[config.mk]
export PLATFORM = sky130hd
export DESIGN_NAME = alu_operand_stage_flat
export DESIGN_NICKNAME = d
export VERILOG_FILES = /design/src/rtl/alu_operand_stage_pkg.sv /design/src/rtl/alu_operand_stage_if.sv /design/src/rtl/alu_operand_stage_regfile_2r1w.sv /design/src/rtl/alu_operand_stage.sv /design/src/flat_wrapper.sv
export SDC_FILE = /design/constraint.sdc
export NUM_CORES = 2
export LEC_CHECK = 0
export BUFFER_PORTS_ARGS = -buffer_cell sky130_fd_sc_hd__buf_2
export CORE_ASPECT_RATIO = 0.75
export CORE_MARGIN = 2
export CORE_UTILIZATION = 55
export CTS_CLUSTER_SIZE = 24
export DETAILED_ROUTE_END_ITERATION = 6
export PLACE_DENSITY = 0.72
export SLEW_MARGIN = 5
export SYNTH_ARGS = -nofsm -noshare
export SYNTH_HDL_FRONTEND = slang
export SYNTH_SLANG_ARGS = --single-unit
[constraint.sdc]
create_clock -name clk -period 3.2 [get_ports clk]
set_input_delay 0.48 -clock clk [delete_from_list [all_inputs] [get_ports clk]]
set_output_delay 0.48 -clock clk [all_outputs]
set_load 0.005 [all_outputs]
[src/rtl/alu_operand_stage_pkg.sv]
// Shared widths and the immediate-extension helper for the ALU operand-fetch stage.
package alu_operand_stage_pkg;

    localparam int DATA_W   = 32;
    localparam int REG_AW   = 5;
    localparam int NUM_REGS = 1 << REG_AW;
    localparam int CTR_W    = 3;
    localparam int IMM_W    = 16;

    typedef logic [DATA_W-1:0] data_t;
    typedef logic [REG_AW-1:0] reg_addr_t;
    typedef logic [CTR_W-1:0]  alu_ctr_t;
    typedef logic [IMM_W-1:0]  imm_t;

    function automatic data_t ext_imm(input imm_t imm, input logic sign_ext);
        logic fill;
        fill = sign_ext & imm[IMM_W-1];
        return {{(DATA_W-IMM_W){fill}}, imm};
    endfunction

endpackage

[src/rtl/alu_operand_stage_if.sv]
// Issue, ALU-facing and write-back signals of the operand stage bundled as one interface.
interface alu_operand_stage_if;
    import alu_operand_stage_pkg::*;

    logic      in_valid;
    logic      in_ready;
    reg_addr_t rs;
    reg_addr_t rt;
    reg_addr_t rd_in;
    imm_t      imm;
    logic      use_imm;
    logic      sign_ext;
    alu_ctr_t  alu_ctr_in;
    logic      wr_en_in;
    logic      flush;

    logic      out_valid;
    logic      out_ready;
    data_t     A;
    data_t     B;
    alu_ctr_t  ALUctr;
    reg_addr_t rd_out;
    logic      reg_wr_out;

    logic      wb_en;
    reg_addr_t wb_addr;
    data_t     wb_data;

    modport master (
        output in_valid, rs, rt, rd_in, imm, use_imm, sign_ext, alu_ctr_in, wr_en_in, flush,
        output out_ready, wb_en, wb_addr, wb_data,
        input  in_ready, out_valid, A, B, ALUctr, rd_out, reg_wr_out
    );

    modport slave (
        input  in_valid, rs, rt, rd_in, imm, use_imm, sign_ext, alu_ctr_in, wr_en_in, flush,
        input  out_ready, wb_en, wb_addr, wb_data,
        output in_ready, out_valid, A, B, ALUctr, rd_out, reg_wr_out
    );

endinterface

[src/rtl/alu_operand_stage_regfile_2r1w.sv]
// 32x32 register file: two combinational read ports with write-back bypass, one write port, R0 hardwired to zero.
module regfile_2r1w
    import alu_operand_stage_pkg::*;
(
    input  logic      clk,
    input  logic      rst_n,
    input  reg_addr_t ra_a_i,
    input  reg_addr_t ra_b_i,
    output data_t     rd_a_o,
    output data_t     rd_b_o,
    input  logic      we_i,
    input  reg_addr_t wa_i,
    input  data_t     wd_i
);

    data_t mem_q [NUM_REGS];

    // NOTE: the storage itself is reset because the architecture defines every register as zero after reset.
    always_ff @(posedge clk or negedge rst_n) begin
        if (!rst_n) begin
            for (int i = 0; i < NUM_REGS; i++) mem_q[i] <= '0;
        end else if (we_i && wa_i != '0) begin
            mem_q[wa_i] <= wd_i;
        end
    end

    // A write landing this cycle is forwarded so the issuing instruction sees the new value.
    always_comb begin
        rd_a_o = '0;
        rd_b_o = '0;
        if (ra_a_i != '0) rd_a_o = (we_i && wa_i == ra_a_i) ? wd_i : mem_q[ra_a_i];
        if (ra_b_i != '0) rd_b_o = (we_i && wa_i == ra_b_i) ? wd_i : mem_q[ra_b_i];
    end

endmodule

[src/rtl/alu_operand_stage.sv]
// Operand-fetch stage: register read, B-operand select, pending-write scoreboard and the valid/ready register feeding the ALU.
module alu_operand_stage
    import alu_operand_stage_pkg::*;
(
    input  logic                 clk,
    input  logic                 rst_n,
    alu_operand_stage_if.slave   bus
);

    data_t                 rf_a;
    data_t                 rf_b;
    data_t                 b_sel;
    logic [NUM_REGS-1:0]   busy;
    logic                  hazard;
    logic                  accept;

    logic                  out_valid_q, out_valid_d;
    data_t                 a_q, a_d;
    data_t                 b_q, b_d;
    alu_ctr_t              ctr_q, ctr_d;
    reg_addr_t             rd_q, rd_d;
    logic                  reg_wr_q, reg_wr_d;
    logic [NUM_REGS-1:0]   pend_q, pend_d;

    regfile_2r1w u_regfile (
        .clk    (clk),
        .rst_n  (rst_n),
        .ra_a_i (bus.rs),
        .ra_b_i (bus.rt),
        .rd_a_o (rf_a),
        .rd_b_o (rf_b),
        .we_i   (bus.wb_en),
        .wa_i   (bus.wb_addr),
        .wd_i   (bus.wb_data)
    );

    assign b_sel = bus.use_imm ? ext_imm(bus.imm, bus.sign_ext) : rf_b;

    // A write-back arriving this cycle already frees its register for issue.
    always_comb begin
        busy = '0;
        for (int r = 1; r < NUM_REGS; r++) begin
            busy[r] = pend_q[r] && !(bus.wb_en && bus.wb_addr == REG_AW'(r));
        end
    end

    assign hazard = busy[bus.rs]
                  || (!bus.use_imm && busy[bus.rt])
                  || (bus.wr_en_in && busy[bus.rd_in]);

    assign bus.in_ready = (!out_valid_q || bus.out_ready) && !hazard && !bus.flush;
    assign accept       = bus.in_valid && bus.in_ready;

    always_comb begin
        out_valid_d = out_valid_q;
        a_d         = a_q;
        b_d         = b_q;
        ctr_d       = ctr_q;
        rd_d        = rd_q;
        reg_wr_d    = reg_wr_q;
        pend_d      = pend_q;

        if (bus.flush) begin
            out_valid_d = 1'b0;
        end else if (accept) begin
            out_valid_d = 1'b1;
            a_d         = rf_a;
            b_d         = b_sel;
            ctr_d       = bus.alu_ctr_in;
            rd_d        = bus.rd_in;
            reg_wr_d    = bus.wr_en_in;
        end else if (bus.out_ready) begin
            out_valid_d = 1'b0;
        end

        // Clears first, set last, so a same-cycle set of the same register wins.
        if (bus.wb_en) pend_d[bus.wb_addr] = 1'b0;
        if (bus.flush && out_valid_q && reg_wr_q) pend_d[rd_q] = 1'b0;
        if (accept && bus.wr_en_in && bus.rd_in != '0) pend_d[bus.rd_in] = 1'b1;
        pend_d[0] = 1'b0;
    end

    // NOTE: state is written with non-blocking assignments only; next-state values come from the comb block above.
    always_ff @(posedge clk or negedge rst_n) begin
        if (!rst_n) begin
            out_valid_q <= 1'b0;
            a_q         <= '0;
            b_q         <= '0;
            ctr_q       <= '0;
            rd_q        <= '0;
            reg_wr_q    <= 1'b0;
            pend_q      <= '0;
        end else begin
            out_valid_q <= out_valid_d;
            a_q         <= a_d;
            b_q         <= b_d;
            ctr_q       <= ctr_d;
            rd_q        <= rd_d;
            reg_wr_q    <= reg_wr_d;
            pend_q      <= pend_d;
        end
    end

    assign bus.out_valid  = out_valid_q;
    assign bus.A          = a_q;
    assign bus.B          = b_q;
    assign bus.ALUctr     = ctr_q;
    assign bus.rd_out     = rd_q;
    assign bus.reg_wr_out = reg_wr_q;

endmodule

[src/flat_wrapper.sv]
// flat-port wrapper written by rule: the top's interface ports become plain ports
module alu_operand_stage_flat import alu_operand_stage_pkg::*;
  (clk, rst_n, bus_in_valid, bus_rs, bus_rt, bus_rd_in, bus_imm, bus_use_imm, bus_sign_ext, bus_alu_ctr_in, bus_wr_en_in, bus_flush, bus_out_ready, bus_wb_en, bus_wb_addr, bus_wb_data, bus_in_ready, bus_out_valid, bus_A, bus_B, bus_ALUctr, bus_rd_out, bus_reg_wr_out);
  alu_operand_stage_if bus_i ();
  input  logic clk;
  input  logic rst_n;
  input wire logic [$bits(bus_i.in_valid)-1:0] bus_in_valid;
  input wire logic [$bits(bus_i.rs)-1:0] bus_rs;
  input wire logic [$bits(bus_i.rt)-1:0] bus_rt;
  input wire logic [$bits(bus_i.rd_in)-1:0] bus_rd_in;
  input wire logic [$bits(bus_i.imm)-1:0] bus_imm;
  input wire logic [$bits(bus_i.use_imm)-1:0] bus_use_imm;
  input wire logic [$bits(bus_i.sign_ext)-1:0] bus_sign_ext;
  input wire logic [$bits(bus_i.alu_ctr_in)-1:0] bus_alu_ctr_in;
  input wire logic [$bits(bus_i.wr_en_in)-1:0] bus_wr_en_in;
  input wire logic [$bits(bus_i.flush)-1:0] bus_flush;
  input wire logic [$bits(bus_i.out_ready)-1:0] bus_out_ready;
  input wire logic [$bits(bus_i.wb_en)-1:0] bus_wb_en;
  input wire logic [$bits(bus_i.wb_addr)-1:0] bus_wb_addr;
  input wire logic [$bits(bus_i.wb_data)-1:0] bus_wb_data;
  output wire logic [$bits(bus_i.in_ready)-1:0] bus_in_ready;
  output wire logic [$bits(bus_i.out_valid)-1:0] bus_out_valid;
  output wire logic [$bits(bus_i.A)-1:0] bus_A;
  output wire logic [$bits(bus_i.B)-1:0] bus_B;
  output wire logic [$bits(bus_i.ALUctr)-1:0] bus_ALUctr;
  output wire logic [$bits(bus_i.rd_out)-1:0] bus_rd_out;
  output wire logic [$bits(bus_i.reg_wr_out)-1:0] bus_reg_wr_out;
  assign bus_i.in_valid = bus_in_valid;
  assign bus_i.rs = bus_rs;
  assign bus_i.rt = bus_rt;
  assign bus_i.rd_in = bus_rd_in;
  assign bus_i.imm = bus_imm;
  assign bus_i.use_imm = bus_use_imm;
  assign bus_i.sign_ext = bus_sign_ext;
  assign bus_i.alu_ctr_in = bus_alu_ctr_in;
  assign bus_i.wr_en_in = bus_wr_en_in;
  assign bus_i.flush = bus_flush;
  assign bus_i.out_ready = bus_out_ready;
  assign bus_i.wb_en = bus_wb_en;
  assign bus_i.wb_addr = bus_wb_addr;
  assign bus_i.wb_data = bus_wb_data;
  assign bus_in_ready = bus_i.in_ready;
  assign bus_out_valid = bus_i.out_valid;
  assign bus_A = bus_i.A;
  assign bus_B = bus_i.B;
  assign bus_ALUctr = bus_i.ALUctr;
  assign bus_rd_out = bus_i.rd_out;
  assign bus_reg_wr_out = bus_i.reg_wr_out;
  alu_operand_stage u_core (.clk(clk), .rst_n(rst_n), .bus(bus_i));
endmodule
# Word-level counts from Yosys, hierarchy flattened
# Cells that the tools add are included.
# Widths: inputs -> output; s select.
[classes]
n_eq_ne = 33
n_bitwise = 10
order_cmp = 12
reduce_logical = 122
mux = 32
[op_table]
columns = ["cell", "n"]
rows = [
  ["$bwmux 1024", 1],
  ["$mux 32", 13],
  ["$bmux 32 s5", 2],
  ["$demux 32 s5", 1],
  ["$eq 5x5->1 const B", 16],
  ["$logic_and 1x1->1", 78],
  ["$and 32x32->32", 2],
  ["$not 32->32", 2],
  ["$eq 5x4->1 const B", 8],
  ["$logic_not 1->1", 35],
  ["$or 32x32->32", 1],
  ["$lt 5x6->1 const B", 5],
  ["$eq 5x3->1 const B", 4],
  ["$reduce_bool 5->1", 4],
  ["$ge 6x6->1 const B", 3],
  ["$not 5->6", 3],
  ["$bmux 1 s5", 3],
  ["$demux 1 s5", 3],
  ["$ge 5x1->1 const B", 3],
  ["$eq 5x2->1 const B", 2],
  ["$eq 5x5->1", 2],
  ["$mux 1", 9],
  ["$lt 6x1->1 const B", 1],
  ["$eq 5x1->1 const B", 1],
  ["5 further kinds", 7],
]
[word_totals]
inputBits = 80
elab_cells = 248
regBits = 1129
out_inout_bits = 75

# Depth between registers and ports, before layout
[depth]
ltp_word = 16
mapped_depth = 13
depth_no_buf = 8

# Cells and area by module
# From an unflattened synthesis, not the netlist that was laid out.
[unflattened]
cells_unflattened = 4439
area_unflattened_um2 = 61566.5
[by_module_without_submodules]
columns = ["mod", "seq_area_each_um2", "n_inst", "cells_each", "area_per_inst_um2"]
rows = [
  ["regfile_2r1w", 25624.6, 1, 3899, 55600.8],
  ["alu_operand_stage", 2627.5, 1, 540, 5965.7],
]

# Least setup slack after synthesis
# No wires, ideal clock.
[synth_path]
path_type = "input to register"
startpoint = "input port bus_rt[0]"
endpoint = "register u_core.b_q[23], in the netlist u_core.bus.B[23]"
setup_ns = 0.127
stages = 11
path_slack_ns = 0.022
n_path_buf = 5
arrival_time_ns = 3.051
required_time_ns = 3.073
cell_sequence = "buf_2 buf_2 buf_2 buf_2 buf_1 mux4_2 a22oi_1 o21ai_0 o21ai_0 o21ai_0 mux2_1"
[synth_between]
elab_chain_len = 10
elab_cells_between_ends = 20
classes_between = "eq/ne (1); mux (8); bitwise (1); reduce/logical (10)"
[synth_lines]
columns = ["element", "line_no", "text"]
rows = [
  ["start, declared", "flat_wrapper.sv:9", "input wire logic [$bits(bus_i.rt)-1:0] bus_rt;"],
  ["$bmux 1 s5", "alu_operand_stage.sv:48", "|| (!bus.use_imm && busy[bus.rt])"],
  ["$mux 1 (implied by the code)", "alu_operand_stage.sv:48", ""],
  ["$logic_and 1x1->1", "alu_operand_stage.sv:48", ""],
  ["$logic_or 1x1->1", "alu_operand_stage.sv:48", ""],
  ["$logic_or 1x1->1", "alu_operand_stage.sv:49", "|| (bus.wr_en_in && busy[bus.rd_in]);"],
  ["$logic_not 1->1", "alu_operand_stage.sv:51", "assign bus.in_ready = (!out_valid_q || bus.out_ready) && !hazard && !bus.flush;"],
  ["$logic_and 1x1->1 (2 in series)", "alu_operand_stage.sv:51", ""],
  ["$logic_and 1x1->1", "alu_operand_stage.sv:52", "assign accept = bus.in_valid && bus.in_ready;"],
  ["$reduce_and 2->1 (no line)", "-", ""],
  ["end signal, assigned", "alu_operand_stage.sv:88", "b_q <= '0;"],
  ["end signal, assigned", "alu_operand_stage.sv:96", "b_q <= b_d;"],
  ["end, declared", "alu_operand_stage.sv:19", "data_t b_q, b_d;"],
]
# Parallel ways exist; a longest one is shown, timed or not. The select of a mux whose other input is x is not followed.
# A chain may end at the register's enable or synchronous reset.

# Worst setup path in the final report
[layout_path]
startpoint = "input port bus_wb_addr[2]"
endpoint = "output port bus_in_ready"
[layout_between]
elab_chain_len = 12
elab_cells_between_ends = 137
classes_between = "eq/ne (31); mux (6); reduce/logical (100)"
[layout_lines]
columns = ["element", "line_no", "text"]
rows = [
  ["start, declared", "flat_wrapper.sv:19", "input wire logic [$bits(bus_i.wb_addr)-1:0] bus_wb_addr;"],
  ["$eq 5x1->1, or another cell as far along", "alu_operand_stage.sv:43", "busy[r] = pend_q[r] && !(bus.wb_en && bus.wb_addr == REG_AW'(r));"],
  ["$logic_and 1x1->1", "alu_operand_stage.sv:43", ""],
  ["$logic_not 1->1", "alu_operand_stage.sv:43", ""],
  ["$logic_and 1x1->1", "alu_operand_stage.sv:43", ""],
  ["$bmux 1 s5", "alu_operand_stage.sv:48", ""],
  ["$mux 1 (implied by the code)", "alu_operand_stage.sv:48", ""],
  ["$logic_and 1x1->1", "alu_operand_stage.sv:48", ""],
  ["$logic_or 1x1->1", "alu_operand_stage.sv:48", ""],
  ["$logic_or 1x1->1 (*)", "alu_operand_stage.sv:49", ""],
  ["$logic_not 1->1 (*)", "alu_operand_stage.sv:51", ""],
  ["$logic_and 1x1->1 (*) (2 in series)", "alu_operand_stage.sv:51", ""],
  ["end, declared", "flat_wrapper.sv:21", "output wire logic [$bits(bus_i.in_ready)-1:0] bus_in_ready;"],
]
# Mark *: on every way between the ends. The rest lies on a longest branch, timed or not. The select of a mux whose other input is x is not followed.

==> results.yml <==
floorplanning:
  core_area_mm2: 0.1094
  start_util_pct: 55.43
  rows: 105
  io_pins: 155
  dieArea_mm2: 0.1130
  die_y_um: 291.6
  dieWidth_um: 387.5
route:
  ant_nets: 0
  drt-total-wl_mm: 187.2
  vias: 41420
  drt_pre_antenna_iters: 7
  drt-wirelength-per-cell_um: 31.19
  via_per_inst: 6.901
  drc: 0
  drtIter0Drc: 4491
place:
  numPortBuffers: 154
  dp.cells: 5791
  gp_congestion: 0.9565
  dpl_cell_area_mm2: 0.06520
  pre_cts_ws_ps: -551.0
  dpl.hpwl_mm: 110.1
global_route:
  grt_max_degree: 96
  grt_use_total_pct: 33.31
  grt_pass1_vias: 41920
  antenna_found_initial: 3
  grt_pass1_wl_mm: 280.9
  grt_overflow: 0
finish:
  design_area_mm2: 0.06904
  final_common_cell: "dfrtp_1"
  fin_util_pct: 63.09
  area_delta_synth_final_pct: 13.82
  finalNetCount: 4545
  final-instance-count-excl-fill: 6002
  drive_gt1_share_pct: 49.79
  final_cell_mix: "1129 x dfrtp_1, 1081 x mux2_2, 452 x mux4_2, 239 x mux2i_1, 230 x buf_4"
synth:
  ys_top_cells_by_area: "dfrtp_1 47%, mux2_2 20%, mux4_2 17%, mux2i_1 3.9%, clkbuf_1 1.9%"
  synth_top_cell_by_area: "dfrtp_1"
  netlist_area_mm2: 0.06066
  synth_edf_count: 0
  synth_cell_types: 65
  ys_seq_area_share_pct: 46.57
  ys.flop_type: "dfrtp_1"
  syn-num-nets: 4437
  synthArstFlopShare_pct: 100.0
  yosys_warnings: 0
  syn_inst: 4357
  synth_seq_cells: 1129
  synth_area_per_cell_um2: 13.92
  synth_top_area_share_pct: 46.57
clock_network:
  clock_path_buffers: 3
  cts.sinks: 1129
  cts_buffers: 109
  cts_tree: "built"
  htree_num_levels: 3
  clkLatencyLatePin_ps: 740
  cts-root-buf: "clkbuf_16"
  cts.clk_slew.worst_paths_ps: 60
power:
  vdd.ir_drop.worst_mv: 0.4941
  leakage_nw: 30.16
  power_density_mw_per_mm2: 605.3
setup_path:
  ff2ff_setup_slack_ps: 340
  cp_slowest_stage_delay_ps: 570
  path_max_fanout: 4
  critPathBufInv: 4
  arrival_ps: 2630
  crit_chain: "buf_2, or4b_4, o2111a_1, nor4_2, buf_4, nor4_1, a211oi_2, a21oi_2, buf_4, nor2_2, buf_2"
  slowest_stage: "or4b_4"
  cpLargestDelayFamily: "simple AND/OR/NAND/NOR gates"
  setup.worst_path.end_class: "primary output"
  crit_type: "in2out"
  cp.required_ps: 2720
  cp-start-kind: "input port"
timing:
  max_freq_ghz: 0.3213
  finClkSkew_ps: 40.25
  layout_worst_path_cycle_share_pct: 97.25
  rsz0062_at_grt: "false"
  finalMaxSlewViolations: 0
  period_needed_ps: 3112
  tightest_slew_ps: 1071
  finalSetupViolations: 0
  timing.final.ws_setup_ps: 88.00
  setup-tns-final_ps: 0
  hold_violations: 0
  maxSlewHeadroom_pct: 28.57
outcome:
  status: "finished, final reports clean"
hold_path:
  hold_path_class: "in2reg"
job:
  cap_violations: 0
-- layout make-up --
type	count	area (um2)
tap	1444	1807
inverter	9	35.03
clock buffer	160	3161
antenna	1	2.502
sequential	1129	28250
fill	8173	40400
timing repair buffer	476	4403
multi-input combinational	2740	30790
clock inverter	43	586.8
-- report_power, final --
part	switching [mW]	total, mW	internal [mW]
clock	5.82	13.6	7.75
sequential	2.10	19.2	17.1
combinational	3.61	9.00	5.39
total	11.5	41.8	30.3
-- through the flow --
step / total power, mW / hold WS (ps)
final: 41.79 / 88.43
after global placement: 27.86 / 381.1
after detailed placement: 28.32 / 384.8
after CTS: 41.90 / 53.75
after global routing: 43.58 / 81.75
after floorplan: 25.14 / 184.4
-- synthesized netlist by cell type, types with 4 or more instances --
cell type and instances:
a211oi_1 35, a21oi_1 121, a221oi_1 65, a22oi_1 81, a31o_2 33, and2_1 5, and3_1 5, buf_1 110
buf_2 54, clkbuf_1 311, dfrtp_1 1129, inv_1 7, mux2_1 18, mux2_2 1081, mux2i_1 239, mux4_2 452
nand2_1 126, nand2b_1 6, nand3_1 5, nand4_1 4, nor2_1 130, nor2b_1 7, nor3_1 7, nor3b_1 9
nor4_1 6, o2111a_1 4, o211ai_1 49, o21ai_0 187, o21ai_1 5, o22ai_1 4, xnor2_1 4, xor2_1 8
-- flip-flops by register name, indices dropped and copies added (netlist names) --
register	count
u_core.bus.B	32
u_core.bus.reg_wr_out	1
u_core.pend_q	31
u_core.bus.rd_out	5
u_core.bus.ALUctr	3
u_core.bus.out_valid	1
u_core.bus.A	32
u_core.u_regfile.mem_q	1024
-- worst register-to-register path: cells and delay by family, from the launching register on --
family	cells	cell delay [ps]
compound gates	3	400
buf+inv	4	740
flops	1	410
mux	1	480
simple gates	4	690
-- routing by layer --
layer / track usage [%] / wire length [um]
met5: 0 / 0
met4: 10.99 / 6827
met3: 7.294 / 16920
met2: 50.09 / 84780
met1: 48.51 / 78700
-- kinds of logic after synthesis --
kind of cell	count (synthesis)	share of synthesized area, %
XOR/XNOR	12	0.1733
flip-flops	1129	46.57
multiplexers	1790	41.13
AND/OR/NAND/NOR	334	2.514
buffers and inverters	488	3.168
AO/OA/AOI/OAI	604	6.444
-- worst paths after layout --
kind / end / from / depth (start not counted)
hold reg to reg: u_core.u_regfile.mem_q[997] / u_core.u_regfile.mem_q[997] / 0
setup / recovery: bus_in_ready / bus_wb_addr[2] / 11
setup reg to reg: u_core.bus.A[18] / u_core.pend_q[1] / 12
max in group asynchronous: u_core.u_regfile.mem_q[532] / rst_n / 4
hold / removal: u_core.bus.out_valid / bus_flush / 3
min in group asynchronous: u_core.pend_q[17] / rst_n / 2
-- timing repair --
action	4_1_cts	5_1_grt
gates resized for setup	9	5
hold buffers	4	0
endpoints found under the hold margin	39	0
buffers inserted	3	1
endpoints found under the setup margin	1	1
pin swaps	4	4
No activity file was read; power rests on OpenSTA's default activity.
